--- src/rtl/dct_mac_datapath.sv ---
// Three-stage multiply-accumulate datapath for an 8x8 2-D DCT: cosine lookup,
// centred-pixel product, and a 64-term accumulator with rounding and saturation.
//
// state | meaning
// IDLE  | waiting for the (0,0) term that opens a block
// ACCUM | block open, counting accepted terms toward 64
module dct_mac_datapath #(
  parameter int PIXEL_W = 8,
  parameter int COEF_W  = 12
) (
  input  logic                     Clock,
  input  logic                     Reset,
  input  logic                     Active_MAC,
  input  logic [2:0]               u,
  input  logic [2:0]               v,
  input  logic [2:0]               x,
  input  logic [2:0]               y,
  input  logic [PIXEL_W-1:0]       Pixel_In,
  output logic signed [COEF_W-1:0] Coef_Out,
  output logic                     Coef_Valid,
  output logic [5:0]               Coef_Addr,
  output logic                     Busy,
  output logic                     Seq_Error
);

  localparam int PROD_W = PIXEL_W + 17;
  localparam int ACC_W  = 32;
  localparam logic signed [PIXEL_W:0]  PIX_OFS = (PIXEL_W+1)'(2**(PIXEL_W-1));
  localparam logic signed [ACC_W-1:0]  SAT_MAX = (ACC_W'(1) <<< (COEF_W-1)) - ACC_W'(1);
  localparam logic signed [ACC_W-1:0]  SAT_MIN = ~SAT_MAX;
  localparam logic signed [ACC_W-1:0]  RND     = ACC_W'(8192);

  typedef enum logic [0:0] {IDLE, ACCUM} state_t;

  // 64*cos(m*pi/16) folded into the first quadrant; row 0 carries the 1/sqrt2 scale
  function automatic logic signed [7:0] cos_rom(input logic [2:0] k, input logic [2:0] n);
    logic [4:0] m;
    logic [4:0] r;
    logic       neg;
    logic [6:0] mag;
    logic signed [7:0] val;
    m   = 5'({n, 1'b1}) * 5'(k);
    neg = 1'b0;
    if (m > 5'd16) m = 5'd0 - m;
    r = m;
    if (m > 5'd8) begin
      r   = 5'd16 - m;
      neg = 1'b1;
    end
    case (r)
      5'd0:    mag = 7'd64;
      5'd1:    mag = 7'd63;
      5'd2:    mag = 7'd59;
      5'd3:    mag = 7'd53;
      5'd4:    mag = 7'd45;
      5'd5:    mag = 7'd36;
      5'd6:    mag = 7'd24;
      5'd7:    mag = 7'd12;
      default: mag = 7'd0;
    endcase
    val = {1'b0, mag};
    if (k == 3'd0) return 8'sd45;
    return neg ? -val : val;
  endfunction

  logic                     s1_valid, s1_first;
  logic [5:0]               s1_uv;
  logic signed [7:0]        s1_tux, s1_tvy;
  logic                     s2_valid, s2_first;
  logic [5:0]               s2_uv;
  logic signed [PROD_W-1:0] s2_prod;

  logic signed [PIXEL_W:0]  pix_c;
  logic signed [PROD_W-1:0] prod_c;

  assign pix_c  = $signed({1'b0, Pixel_In}) - PIX_OFS;
  assign prod_c = PROD_W'(pix_c) * PROD_W'(s1_tux) * PROD_W'(s1_tvy);

  always_ff @(posedge Clock) begin
    if (Reset) begin
      s1_valid <= 1'b0;
      s1_first <= 1'b0;
      s1_uv    <= '0;
      s1_tux   <= '0;
      s1_tvy   <= '0;
      s2_valid <= 1'b0;
      s2_first <= 1'b0;
      s2_uv    <= '0;
      s2_prod  <= '0;
    end else begin
      s1_valid <= Active_MAC;
      if (Active_MAC) begin
        s1_first <= (x == 3'd0) && (y == 3'd0);
        s1_uv    <= {u, v};
        s1_tux   <= cos_rom(u, x);
        s1_tvy   <= cos_rom(v, y);
      end
      s2_valid <= s1_valid;
      if (s1_valid) begin
        s2_first <= s1_first;
        s2_uv    <= s1_uv;
        s2_prod  <= prod_c;
      end
    end
  end

  state_t                   state_q, state_d;
  logic [5:0]               cnt_q;
  logic signed [ACC_W-1:0]  acc_q;
  logic signed [ACC_W-1:0]  prod_ext, sum_c, rnd_c;
  logic signed [COEF_W-1:0] sat_c;
  logic                     do_load, do_add, do_done, err_set;

  assign prod_ext = ACC_W'(s2_prod);
  assign sum_c    = acc_q + prod_ext;
  assign rnd_c    = (sum_c + RND) >>> 14;

  always_comb begin
    sat_c = rnd_c[COEF_W-1:0];
    if (rnd_c > SAT_MAX)      sat_c = SAT_MAX[COEF_W-1:0];
    else if (rnd_c < SAT_MIN) sat_c = SAT_MIN[COEF_W-1:0];
  end

  always_comb begin
    state_d = state_q;
    do_load = 1'b0;
    do_add  = 1'b0;
    do_done = 1'b0;
    err_set = 1'b0;
    if (s2_valid) begin
      case (state_q)
        IDLE: begin
          if (s2_first) begin
            do_load = 1'b1;
            state_d = ACCUM;
          end else begin
            err_set = 1'b1;
          end
        end
        ACCUM: begin
          if (s2_first) begin
            do_load = 1'b1;
            err_set = 1'b1;
          end else if (cnt_q == 6'd63) begin
            do_done = 1'b1;
            state_d = IDLE;
          end else begin
            do_add = 1'b1;
          end
        end
        default: state_d = IDLE;
      endcase
    end
  end

  always_ff @(posedge Clock) begin
    if (Reset) state_q <= IDLE;
    else       state_q <= state_d;
  end

  always_ff @(posedge Clock) begin
    if (Reset) begin
      acc_q      <= '0;
      cnt_q      <= '0;
      Coef_Out   <= '0;
      Coef_Valid <= 1'b0;
      Coef_Addr  <= '0;
      Seq_Error  <= 1'b0;
    end else begin
      Coef_Valid <= do_done;
      if (err_set) Seq_Error <= 1'b1;
      if (do_load) begin
        acc_q <= prod_ext;
        cnt_q <= 6'd1;
      end
      if (do_add) begin
        acc_q <= sum_c;
        cnt_q <= cnt_q + 6'd1;
      end
      if (do_done) begin
        acc_q     <= sum_c;
        cnt_q     <= '0;
        Coef_Out  <= sat_c;
        Coef_Addr <= s2_uv;
      end
    end
  end

  assign Busy = (state_q == ACCUM) || s1_valid || s2_valid;

endmodule

--- config.mk ---
export PLATFORM = sky130hd
export DESIGN_NAME = dct_mac_datapath
export DESIGN_NICKNAME = d
export VERILOG_FILES = /design/src/rtl/dct_mac_datapath.sv
export SDC_FILE = /design/constraint.sdc
export NUM_CORES = 1
export LEC_CHECK = 0
export ABC_CLOCK_PERIOD_IN_PS = 13000
export CORE_MARGIN = 4
export CORE_UTILIZATION = 57
export CTS_BUF_LIST = sky130_fd_sc_hd__clkbuf_8 sky130_fd_sc_hd__clkbuf_16
export CTS_CLUSTER_SIZE = 25
export DETAILED_ROUTE_END_ITERATION = 6
export PLACE_DENSITY_LB_ADDON = 0.12
export SLEW_MARGIN = 20
export SYNTH_ARGS = -nofsm -noshare
export SYNTH_HDL_FRONTEND = slang
export SYNTH_SLANG_ARGS = --single-unit
--- constraint.sdc ---
create_clock -name Clock -period 13 [get_ports Clock]
set_clock_uncertainty 0.2 [all_clocks]
set_input_delay 1.95 -clock Clock [delete_from_list [all_inputs] [get_ports Clock]]
set_output_delay 1.95 -clock Clock [all_outputs]
set_load 0.02 [all_outputs]
# [Word-level counts from Yosys, hierarchy flattened]
# Memory sizes are Yosys's and may differ from the RTL's.
# Index checks and enable logic that the tools add are counted.
[word_totals] ff_bits=116 rom_bits=112 inputBits=23 out_inout_bits=21 wordCells=110 mem_count=2
[memory_table] memory="(name not given)" words=8 width=7 read_ports=1 rd_ports_with_merged_regs=0 wr=0 line_no="50" rtl="case (r)"
[memory_table] memory="(name not given)" words=8 width=7 read_ports=1 rd_ports_with_merged_regs=0 wr=0 line_no="50"
[op_classes] n_addsub=10 n_mul=4 order_cmp=6 eq_ne=1 n_mux=58 bitwise=1 n_reduce_logical=12
[ops] operator="$mux 32" n=3
[ops] operator="$mux 5" n=12
[ops] operator="$mux 8" n=6
[ops] operator="$mux 7" n=6
[ops] operator="$add 32x15->32 const B" n=1
[ops] operator="$add 32x25->32" n=1
[ops] operator="$mul 17x8->25" n=1
[ops] operator="$mux 1" n=25
[ops] operator="$mux 12" n=2
[ops] operator="$gt 18x12->1 const B" n=1
[ops] operator="$lt 18x12->1 const B" n=1
[ops] operator="$mul 9x8->17" n=1
[ops] operator="$neg 7->8" n=2
[ops] operator="$logic_not 3->1" n=4
[ops] operator="$mux 6" n=2
[ops] operator="$gt 5x4->1 const B" n=2
[ops] operator="$gt 5x5->1 const B" n=2
[ops] operator="$mul 4x3->5" n=2
[ops] operator="$sub 1x5->5 const A" n=2
[ops] operator="$sub 5x5->5 const A" n=2
[ops] operator="$sub 8x8->9 const B" n=1
[ops] operator="$add 6x1->6 const B" n=1
[ops] operator="$eq 6x6->1 const B" n=1
[ops] operator="$logic_not 2->1" n=2
[ops] operator="other kinds (7)" n=9

# [Logic depth before layout (Yosys ltp)]
# Gate-level depths: netlist (run 1).
[logic_depth] ltp_word=16 mapped_depth=43 ltp_nobuf=42

# [Worst setup path before layout (run 1)]
# OpenSTA, ideal clock, no wires.
[synth_path] path_kind="input port to flip-flop" startpoint="input Pixel_In[0]" endpoint="register s2_prod[24]" setup_ns=0.132 arrival_ns=10.404 t_required_ns=12.668 setup_slack_ns=2.264 cell_stages=37 path_buffers=1 cell_sequence="clkbuf_1 -> nand2_1 -> fa_1 -> fa_1 -> inv_1 -> ha_1 -> inv_1 -> fa_1 -> fa_1 -> nor2b_1 -> o21ai_0 -> a21boi_0 -> o21ai_0 -> a21boi_0 -> o21ai_0 -> a21boi_0 -> o21ai_0 -> nand2b_1 -> a21o_1 -> a21oi_1 -> xnor2_1 -> nand2_1 -> fa_1 -> inv_1 -> fa_1 -> fa_1 -> inv_1 -> fa_1 -> inv_1 -> ha_1 -> nand3_1 -> nor3_1 -> o41ai_1 -> a21oi_1 -> or4_1 -> nand3_1 -> a21oi_1"
[synth_between] elab_chain_len=3
[synth_lines] element="start: declaration" line_no="18" rtl="input logic [PIXEL_W-1:0] Pixel_In,"
[synth_lines] element="$sub 8x8->9" line_no="76" rtl="assign pix_c = $signed({1'b0, Pixel_In}) - PIX_OFS;"
[synth_lines] element="$mul 9x8->17" line_no="77" rtl="assign prod_c = PROD_W'(pix_c) * PROD_W'(s1_tux) * PROD_W'(s1_tvy);"
[synth_lines] element="$mul 17x8->25" line_no="77"
[synth_lines] element="end signal: assignment" line_no="102" rtl="s2_prod <= prod_c;"
[synth_lines] element="end: declaration" line_no="71" rtl="logic signed [PROD_W-1:0] s2_prod;"
# No other way between the ends.
# A chain may end at the register's enable or synchronous reset.

# [Final worst setup path (run 1)]
# Ends and elaborated chain as after synthesis.

==> results of run 1 <==
## critical path, delay by kind of cell
family | cells | cell delay [ns]
xor+xnor | 1 | 0.45
buf+inv | 5 | 0.83
compound gates | 12 | 2.24
simple gates | 7 | 1.44
fa+ha+maj | 10 | 4.93
## metal layers
layer	share of wire, %	wire length (um)	vias to the layer above	GRT usage (%)
li1	-	-	5869	-
met1	45	15010	5859	31.39
met2	50	16660	245	42.52
met3	4.0	1347	35	3.471
met4	1.1	363	0	5.215
met5	0	0	-	0
## stage by stage
stage / util (%) / instances
final: 63.27 / 2126
after global routing: 63.27 / 2126
after CTS: 63.25 / 2126
after detailed placement: 60.91 / 2094
after global placement: 60.91 / 2094
after floorplan: - / 1784
## kinds of logic (layout without fill, tap and decap cells)
logic type | Yosys count | after routing | synth area share, %
AOI/OAI and AO/OA | 307 | 307 | 13.82
adders and majority gates | 298 | 298 | 33.75
buffers and inverters | 326 | 338 | 8.446
xor gates and xnor gates | 87 | 87 | 5.343
muxes | 36 | 36 | 2.424
DFF | 116 | 116 | 15.57
and+or+nand+nor | 614 | 614 | 20.65
## final timing paths
path | from | endpoint | slack (ns) | cells after the start
worst min-delay path | s2_uv[0] | Coef_Addr[0] | 0.25 | 2
worst max register to register | s1_tux[0] | s2_prod[24] | 2.87 | 36
worst max-delay path | Pixel_In[0] | s2_prod[24] | 1.25 | 35
worst min register to register | s2_uv[0] | Coef_Addr[0] | 0.25 | 2
## area by class of cell
type | count | area [um2] | area share, %
multi-input cells | 1342 | 11350 | 70.40
flip-flops and latches | 116 | 2323 | 14.42
inverters | 257 | 964.7 | 5.986
repair buffers | 49 | 473.0 | 2.935
clock buffers | 17 | 425.4 | 2.640
well taps | 330 | 412.9 | 2.562
clock inverters | 15 | 170.2 | 1.056
## Yosys cell counts (25+ instances only)
cell,n,area [um2]
nor2b_1,25,156.4
dfxtp_1,116,2322
xnor2_1,57,499.2
clkbuf_1,58,217.7
nor3_1,28,140.1
nand3_1,28,140.1
a21oi_1,97,485.5
and2_1,105,656.9
ha_1,124,1551
xor2_1,27,236.5
nand2_1,165,619.3
nor2_1,145,544.3
mux2i_1,35,350.3
o21ai_0,51,255.2
inv_1,256,960.9
nand2b_1,35,219.0
fa_1,174,3483
## flip-flops by register name (all words and copies together), names as in the netlist, 6 cells and up
name,count
acc_q,32
s1_tux,8
s2_uv,6
Coef_Out,12
Coef_Addr,6
s1_tvy,8
s2_prod,25
s1_uv,6
cnt_q,6
==> metrics, run 1 <==
diode count 0; startpoint types primary input; die area ~0.029 mm2; antenna-violating nets left 0; Nets roughly 2.1k; Fin Setup TNS 0 ns; chip height about 170 um; Post-Layout Inst Area roughly 0.016 mm2; Yosys cell types 87; Num CTS Buffers 17; unrepaired setup endpoints after global routing no; Post-CTS Setup Bufs 0; actual slew at the worst max-slew pin between 0.9 and 1 ns; TritonRoute pass-1 iters 5; status finished clean; clock buffer depth 2; final WL ~33 mm; setup violators final 0; CTS tree done; Slew HR 37.16%; placed cell areas about 0.016 mm2; Clock transition at path regs about 0.060 ns; critical path arrival about 12 ns; Min Hold Slack approximately 0.25 ns; number of top-level pins 44; H-tree Lvls 4; critical path type in2reg; share of layout cells above drive strength 1 under 10%; Root Buffer clkbuf_16; post-synthesis net count between 2k and 2.5k; initial DRC count 724; most frequent cells in the layout inv_1, fa_1, nand2_1, nor2_1, ha_1; core region area around 0.025 mm2; vias in the first global route 12.37k; endpoint class of the critical path flip-flop; I/O Buffers 43; row count 58; Area Growth Syn to Fin 8.027%; Post-synth ARST share 0%; Final Hold Viols 0; fmax 0.08508 GHz; number of synthesized flops with an enable pin 0; wire per inst between 15 and 20 um; hold_buf cts 0; Overall Global Routing Usage 24.03%; maximum single-stage delay on the critical path around 0.65 ns; pin count of the biggest net entering global routing 88; post-layout min period around 12 ns; via count between 10k and 15k; Hold Crit Class reg2reg; Cell Area, Synth roughly 0.015 mm2; DP HPWL 25.93 mm; via-per-instance ratio 5.648; Final Wtd Congestion 0.8797; # resized after CTS 0; most common cell after layout, fill and taps aside inv_1; Ys Warns 0; top_reg_cell synth dfxtp_1; DRC errors left 0; global route overflow 0; #FFs+latches synth ~120; Max Cap Viol 0; first-pass GRT wire length 57.82 mm; Die Width ~170 um; syn_area_per_cell roughly 8.4 um2; clk sinks between 100 and 150; dpl ws about 0.83 ns; max-slew violations 0; CP max-delay cell clkdlybuf4s50_1; Critical Path RT approximately 13 ns; Cells after Synth roughly 1.8k; final setup margin about 1.2 ns; Crit Path Max Fanout 15; initial core utilization about three fifths; most used cell, CP fa_1; Worst-Skew Late Latency roughly 0.43 ns; Tcrit/Tclk final 90.41%; initial antenna violation count 0; fill count roughly 2.3k; Seq/Total Area, Yosys between 10% and 20%
Power of run 1 is not shown: default switching activity piles up to over one toggle a cycle in this logic, so the estimate is an artifact.
==> run 2: changes to the inputs <==
Settings changed: ABC_CLOCK_PERIOD_IN_PS 13000 to 14200.
Clock period 13 ns to 14.2 ns, I/O delays scaled along.
==> metrics, run 2 (synthesis results as in run 1) <==
DRC errors left 0 (unchanged); maximum single-stage delay on the critical path 0.65 ns (about the same); first-pass GRT wire length 57.92 mm (was 57.82 mm); chip height 169.8 um (unchanged); Die Width 169.8 um (unchanged); H-tree Lvls 4 (unchanged); Hold Crit Class reg2reg (unchanged); CTS tree done (unchanged); most frequent cells in the layout inv_1, fa_1, nand2_1, nor2_1, ha_1 (unchanged); pin count of the biggest net entering global routing 88 (unchanged); Final Wtd Congestion 0.8797 (unchanged); Fin Setup TNS 0 ns (unchanged); antenna-violating nets left 0 (unchanged); initial antenna violation count 0 (unchanged); Crit Path Max Fanout 15 (unchanged); dpl ws 1.875 ns (was 0.8253 ns); Nets 2104 (unchanged); Post-Layout Inst Area 0.01614 mm2 (was 0.01612 mm2); die area 0.02882 mm2 (unchanged); final WL 33.10 mm (was 33.38 mm); Num CTS Buffers 17 (unchanged); global route overflow 0 (unchanged); max-slew violations 0 (unchanged); actual slew at the worst max-slew pin 0.9263 ns (was 0.9397 ns); Clock transition at path regs 0.07 ns (was 0.06 ns); most used cell, CP fa_1 (unchanged); placed cell areas 0.01551 mm2 (unchanged); Worst-Skew Late Latency 0.43 ns (about the same); Root Buffer clkbuf_16 (unchanged); hold_buf cts 0 (unchanged); Largest regs acc_q: 32 flops, s2_prod: 25 flops, Coef_Out: 12 flops (unchanged); Cells after DPL 2094 (unchanged); DP HPWL 25.82 mm (was 25.93 mm); worst reg-to-reg setup slack 4.14 ns (was 2.87 ns); via-per-instance ratio 5.629 (was 5.648); Largest Register acc_q (unchanged); initial DRC count 723 (was 724); fmax around 0.084 GHz; # resized after CTS 0 (unchanged); share of layout cells above drive strength 1 3.953% (unchanged); fill count 2240 (was 2250); Max Cap Viol 0 (unchanged); most common cell after layout, fill and taps aside inv_1 (unchanged); initial core utilization 58.57% (unchanged); clock buffer depth 2 (unchanged); vias in the first global route 12.32k (was 12.37k); critical path type in2reg (unchanged); clk sinks 116 (unchanged); diode count 0 (unchanged); post-layout min period around 12 ns; Slew HR 38.24% (was 37.16%); status finished clean (unchanged); via count 11.97k (was 12.01k); I/O Buffers 43 (unchanged); number of top-level pins 44 (unchanged); fin cells 2126 (unchanged); core region area 0.02547 mm2 (unchanged); CP max-delay cell clkdlybuf4s50_1 (unchanged); Tcrit/Tclk final a little over four fifths; final setup margin 2.315 ns (was 1.247 ns); Post-CTS Setup Bufs 0 (unchanged); Area Growth Syn to Fin 8.178% (was 8.027%); Largest register FFs 32 (unchanged); critical path arrival 11.96 ns (was 11.82 ns); unrepaired setup endpoints after global routing no (unchanged); endpoint class of the critical path flip-flop (unchanged); row count 58 (unchanged); TritonRoute pass-1 iters 5 (unchanged); Critical Path RT 14.27 ns (was 13.07 ns); Final Hold Viols 0 (unchanged); wire per inst 15.57 um (was 15.70 um); Overall Global Routing Usage 24.02% (was 24.03%); startpoint types primary input (unchanged); setup violators final 0 (unchanged)
run 2: cell count changes in the layout (fill, tap and decap cells not counted):
cell	previous run	this run
bufinv_16	2	3
clkinvlp_4	2	1
run 2: final timing paths:
path / endpoint / from / cells after the start
hold / removal: Coef_Addr[5] / s2_uv[5] / 2
hold reg to reg: Coef_Addr[5] / s2_uv[5] / 2
setup / recovery: s2_prod[24] / Pixel_In[0] / 35
setup reg to reg: s2_prod[24] / s1_tux[0] / 36
run 2: final cells by class:
type / count / area [um2] / area share (%)
flip-flops and latches: 116 / 2323 / 14.40
well taps: 330 / 412.9 / 2.559
clock inverters: 15 / 192.7 / 1.194
repair buffers: 49 / 473.0 / 2.931
inverters: 257 / 964.7 / 5.978
multi-input cells: 1342 / 11350 / 70.31
clock buffers: 17 / 425.4 / 2.636
run 2: worst max-delay path, delay by kind of cell:
| kind | cells | cell delay [ns] |
|---|---|---|
| adder cells (fa/ha/maj) | 10 | 4.92 |
| AND/OR/NAND/NOR | 7 | 1.43 |
| AO/OA/AOI/OAI | 12 | 2.19 |
| buffers and inverters | 5 | 0.83 |
| XOR/XNOR | 1 | 0.44 |
run 2: routing by layer:
metal | up-vias | global-route usage [%] | part of all wire (%) | wire length [um]
li1 | 5869 | - | - | -
met1 | 5828 | 32.17 | 45 | 15040
met2 | 238 | 41.62 | 50 | 16430
met3 | 33 | 3.378 | 3.7 | 1211
met4 | 0 | 5.250 | 1.3 | 421
met5 | - | 0 | 0 | 0
run 2: per-stage QoR:
stage	hold WS, ns	utilization [%]
after floorplan	0.2312	-
after global placement	0.2435	60.91
after detailed placement	0.2478	60.91
after CTS	0.2472	63.34
after global routing	0.2703	63.36
final	0.2488	63.36
Power of run 2 is left out for the same reason.
==> RTL edit 1: new RTL, config.mk and constraints of run 1 <==
Register the output `Coef_Out` once more, without a reset; this adds one clock of latency there. The other outputs are not delayed to match.
--- a/src/rtl/dct_mac_datapath.sv
+++ b/src/rtl/dct_mac_datapath.sv
@@ -32,4 +32,6 @@
 
   typedef enum logic [0:0] {IDLE, ACCUM} state_t;
+
+  logic signed [COEF_W-1:0] Coef_Out_s0;
 
   // 64*cos(m*pi/16) folded into the first quadrant; row 0 carries the 1/sqrt2 scale
@@ -163,5 +165,5 @@
       acc_q      <= '0;
       cnt_q      <= '0;
-      Coef_Out   <= '0;
+      Coef_Out_s0 <= '0;
       Coef_Valid <= 1'b0;
       Coef_Addr  <= '0;
@@ -181,5 +183,5 @@
         acc_q     <= sum_c;
         cnt_q     <= '0;
-        Coef_Out  <= sat_c;
+        Coef_Out_s0 <= sat_c;
         Coef_Addr <= s2_uv;
       end
@@ -189,4 +191,8 @@
   assign Busy = (state_q == ACCUM) || s1_valid || s2_valid;
 
+  always_ff @(posedge Clock) begin
+    Coef_Out <= Coef_Out_s0;
+  end
+
 endmodule
 
Check against the original RTL: same outputs for any inputs over 10 cycles, from zero or initial values and one cycle with Reset high; that may be too few to reach the edited logic, so the function may still have changed.
==> RTL edit 1 against run 1 <==
- synthesized cell count hardly changed
- first-iteration DRC count is 15% lower
- count of clock-buffer cells in the layout stayed put
- synthesized area is 2.9% higher
- sequential cell count is 12 higher
- wire length is 1.0% higher
- final cell count is 0.52% higher
- die area is 2.7% higher
- largest cell class unchanged
- critical path type unchanged
- design area is 2.9% higher
- worst setup slack better by 0.25 ns
- core utilization is 0.16 points lower
Power is left out: the tool's default activity adds up to more than one toggle a clock period on the data nets, which glitch-free logic cannot reach.
==> RTL edit 1: results (changes against run 1) <==
| Metric | Value |
|---|---|
| Area after DPL | 16000 um2 (was 15500 um2) |
| Number of DRC markers in iteration 0 | 617 (was 724) |
| Total number of vias | 12000 (about the same) |
| Initial antenna violation count | 0 (unchanged) |
| Synthesized Nets | 2106 (was 2105) |
| Worst slew pin tran | 0.870 ns (was 0.940 ns) |
| Post-Synthesis Cells | 1785 (was 1784) |
| Sequential area share after synthesis | 16.7% (was 15.6%) |
| Diode count | 0 (unchanged) |
| Share of cells above drive strength 1 | 5.55% (was 3.95%) |
| Synth top cells by count | inv_1, fa_1, nand2_1 (unchanged) |
| Hpwl dp | 26600 um (was 25900 um) |
| Largest registers | acc_q: 32 flops, s2_prod: 25 flops (was acc_q: 32 flops, s2_prod: 25 flops, Coef_Out: 12 flops) |
| Crit path largest cell delay | 0.68 ns (was 0.65 ns) |
| WL final | 33700 um (was 33400 um) |
| First-pass GRT wire length | 57900 um (was 57800 um) |
| Skew-Pair Late Insertion Delay | 0.43 ns (about the same) |
| Gpl congestion | 0.872 (was 0.880) |
| Vias per Instance | 5.61 (was 5.65) |
| Synth top area cells | fa_1, dfxtp_1, ha_1 (unchanged) |
| Post-synthesis cell type count | 93 (was 87) |
| Setup Buffers After CTS | 0 (unchanged) |
| CP arrival | 11.63 ns (was 11.82 ns) |
| Status | completed (unchanged) |
| Largest net degree at the start of global routing | 68 (was 88) |
| DRC | 0 (unchanged) |
| Total Routing Usage GR | 23.6% (was 24.0%) |
| Final instance area | 16600 um2 (was 16100 um2) |
-- RTL edit 1: changes by cell type after synthesis, moves of 7 or more --
cell	delta
a211oi_1	+10
a21oi_1	-10
and3_1	+7
clkbuf_1	-7
dfxtp_1	+12
nand3_1	-10
o21ai_0	-12
o21ai_1	+8
or3_1	-7
-- RTL edit 1: path summary, 6_finish.rpt --
| check | end | cells past startpoint | from | slack (ns) |
|---|---|---|---|---|
| worst max-delay path | s2_prod[24] | 34 | Pixel_In[0] | 1.50 |
| worst min-delay path | Coef_Out[11] | 0 | Coef_Out_s0[11] | 0.14 |
| worst max register to register | s2_prod[24] | 35 | s1_tux[0] | 3.14 |
| worst min register to register | Coef_Out[11] | 0 | Coef_Out_s0[11] | 0.14 |
-- RTL edit 1: logic make-up (layout without fill, tap and decap cells) --
group / Yosys count / after routing / synth area share, %
compound gates: 307 / 307 / 14.1
buf+inv: 324 / 341 / 8.03
mux: 46 / 46 / 3.04
simple gates: 585 / 585 / 19.2
fa+ha+maj: 298 / 298 / 32.8
xor+xnor: 97 / 97 / 6.16
flops: 128 / 128 / 16.7
-- RTL edit 1: metal layers --
layer | track usage, % | vias up | share of wire (%)
li1 | - | 5884 | -
met1 | 32.1 | 5863 | 46
met2 | 40.2 | 211 | 49
met3 | 3.22 | 40 | 3.3
met4 | 5.74 | 0 | 1.9
met5 | 0 | - | 0
-- RTL edit 1: metrics by stage --
step,setup slack (ns),hold slack (ns)
final,1.50,0.141
after detailed placement,1.06,0.140
after CTS,1.47,0.145
after global routing,0.549,0.153
after floorplan,2.50,0.130
after global placement,1.34,0.138
-- RTL edit 1: cell type report --
| class | instances | share of cell area, % |
|---|---|---|
| Multi-Input combinational cell | 1333 | 69.6 |
| Clock inverter | 15 | 1.02 |
| Inverter | 258 | 5.84 |
| Tap cell | 335 | 2.53 |
| Clock buffer | 17 | 2.57 |
| Timing Repair Buffer | 51 | 2.94 |
| Sequential cell | 128 | 15.5 |
-- RTL edit 1: worst max-delay path, delay by kind of cell --
kind	cells	cell delay, ns
xor gates and xnor gates	2	0.61
adders and majority gates	10	4.90
buffers and inverters	5	0.86
and+or+nand+nor	4	0.87
AOI/OAI and AO/OA	13	2.43
==> RTL edit 2: new RTL, settings of run 1 <==
Made on the original files. Change the parameter `PIXEL_W` from 8 to 9.
--- a/src/rtl/dct_mac_datapath.sv
+++ b/src/rtl/dct_mac_datapath.sv
@@ -6,5 +6,5 @@
 // ACCUM | block open, counting accepted terms toward 64
 module dct_mac_datapath #(
-  parameter int PIXEL_W = 8,
+  parameter int PIXEL_W = 9,
   parameter int COEF_W  = 12
 ) (
Interface: changed (resized Pixel_In); port bits go from 44 to 45. No check against the original RTL was run, so the function may have changed too.
==> RTL edit 2 against run 1 <==
- worst hold slack gained 0.029 ns
- synthesized area is 4.7% higher
- sequential cell count up 1
- wire length rose by 8.4%
- design area increased by 4.8%
- via count increased by 4.6%
- worst setup slack lost 0.098 ns
- largest cell class unchanged
- highest routed layer unchanged
Power is not shown: default switching activity piles up to over one toggle a cycle in this logic, so the estimate is an artifact.
==> RTL edit 2: results (changes against run 1) <==
| Metric | Value |
|---|---|
| Synth top cells by count | inv_1, fa_1, nor2_1 (was inv_1, fa_1, nand2_1) |
| Crit path largest cell delay | 0.66 ns |
| Post-CTS sizing | 0 (unchanged) |
| CP arrival | 11.99 ns (was 11.82 ns) |
| Post-synthesis cell type count | 81 (was 87) |
| Sequential area share after synthesis | 15.0% (was 15.6%) |
| Total Routing Usage GR | 24.8% (was 24.0%) |
| Synthesized Nets | 2200 (was 2105) |
| Number of DRC markers in iteration 0 | 748 (was 724) |
| CP max-delay cell | fa_1 (was clkdlybuf4s50_1) |
| Largest registers | acc_q: 32 flops, s2_prod: 26 flops, Coef_Out: 12 flops (was acc_q: 32 flops, s2_prod: 25 flops, Coef_Out: 12 flops) |
| Number of global-route vias before repair | 13000 (was 12400) |
| Total number of vias | 12600 (was 12000) |
| Fill cell count | 2364 (was 2250) |
| Share of cells above drive strength 1 | 3.84% (was 3.95%) |
| Max transition margin | 35.2% (was 37.2%) |
| Drt pass-1 iters | 5 (unchanged) |
| Fmax | 0.0844 GHz (was 0.0851 GHz) |
| Hpwl dp | 28100 um (was 25900 um) |
| WL final | 36200 um (was 33400 um) |
| Place WS | 0.650 ns (was 0.825 ns) |
| First-pass GRT wire length | 62400 um (was 57800 um) |
| Port bufs | 44 (was 43) |
| Largest net degree at the start of global routing | 78 (was 88) |
| Gpl congestion | 0.875 (was 0.880) |
| Status | completed (unchanged) |
RTL edit 2: critical path: cells and delay by family:
kind                       cells  cell delay, ns
AOI/OAI and AO/OA             12            2.44
buffers and inverters         10            1.07
adders and majority gates     10            5.01
xor gates and xnor gates       2            0.47
and+or+nand+nor                5            1.01
RTL edit 2: cells by family after synthesis:
logic type	synth area share [%]
and+or+nand+nor	20.4
DFF	15.0
adders and majority gates	34.1
muxes	2.98
xor gates and xnor gates	5.78
AOI/OAI and AO/OA	13.4
buffers and inverters	8.30
RTL edit 2: worst paths after layout:
| path | from | end | cells after the start |
|---|---|---|---|
| max | Pixel_In[0] | s2_prod[25] | 39 |
| min | cnt_q[1] | cnt_q[1] | 2 |
| max reg2reg | s1_tux[0] | s2_prod[25] | 37 |
| min reg2reg | cnt_q[1] | cnt_q[1] | 2 |
RTL edit 2: per-layer routing:
| metal | global-route usage, % | part of all wire [%] | routed length, um |
|---|---|---|---|
| met1 | 33.6 | 46 | 16600 |
| met2 | 41.6 | 47 | 17100 |
| met3 | 3.51 | 4.6 | 1670 |
| met4 | 7.08 | 2.3 | 816 |
| met5 | 0 | 0 | 0 |
RTL edit 2: per-stage QoR:
| stage | instances | cell area (um2) | hold slack [ns] |
|---|---|---|---|
| finish | 2215 | 16900 | 0.283 |
| global route | 2215 | 16900 | 0.305 |
| CTS | 2215 | 16900 | 0.282 |
| detailed placement | 2183 | 16300 | 0.269 |
| global placement | 2183 | 16200 | 0.259 |
| floorplan | 1862 | 15600 | 0.238 |
RTL edit 2: area by class of cell:
class	instances	area, um2	share of cell area [%]
multi-input combinational	1405	12000	71.0
tap	341	427	2.53
clock buffer	17	425	2.52
inverter	271	1020	6.02
sequential	117	2340	13.9
timing repair buffer	49	475	2.82
clock inverter	15	204	1.21
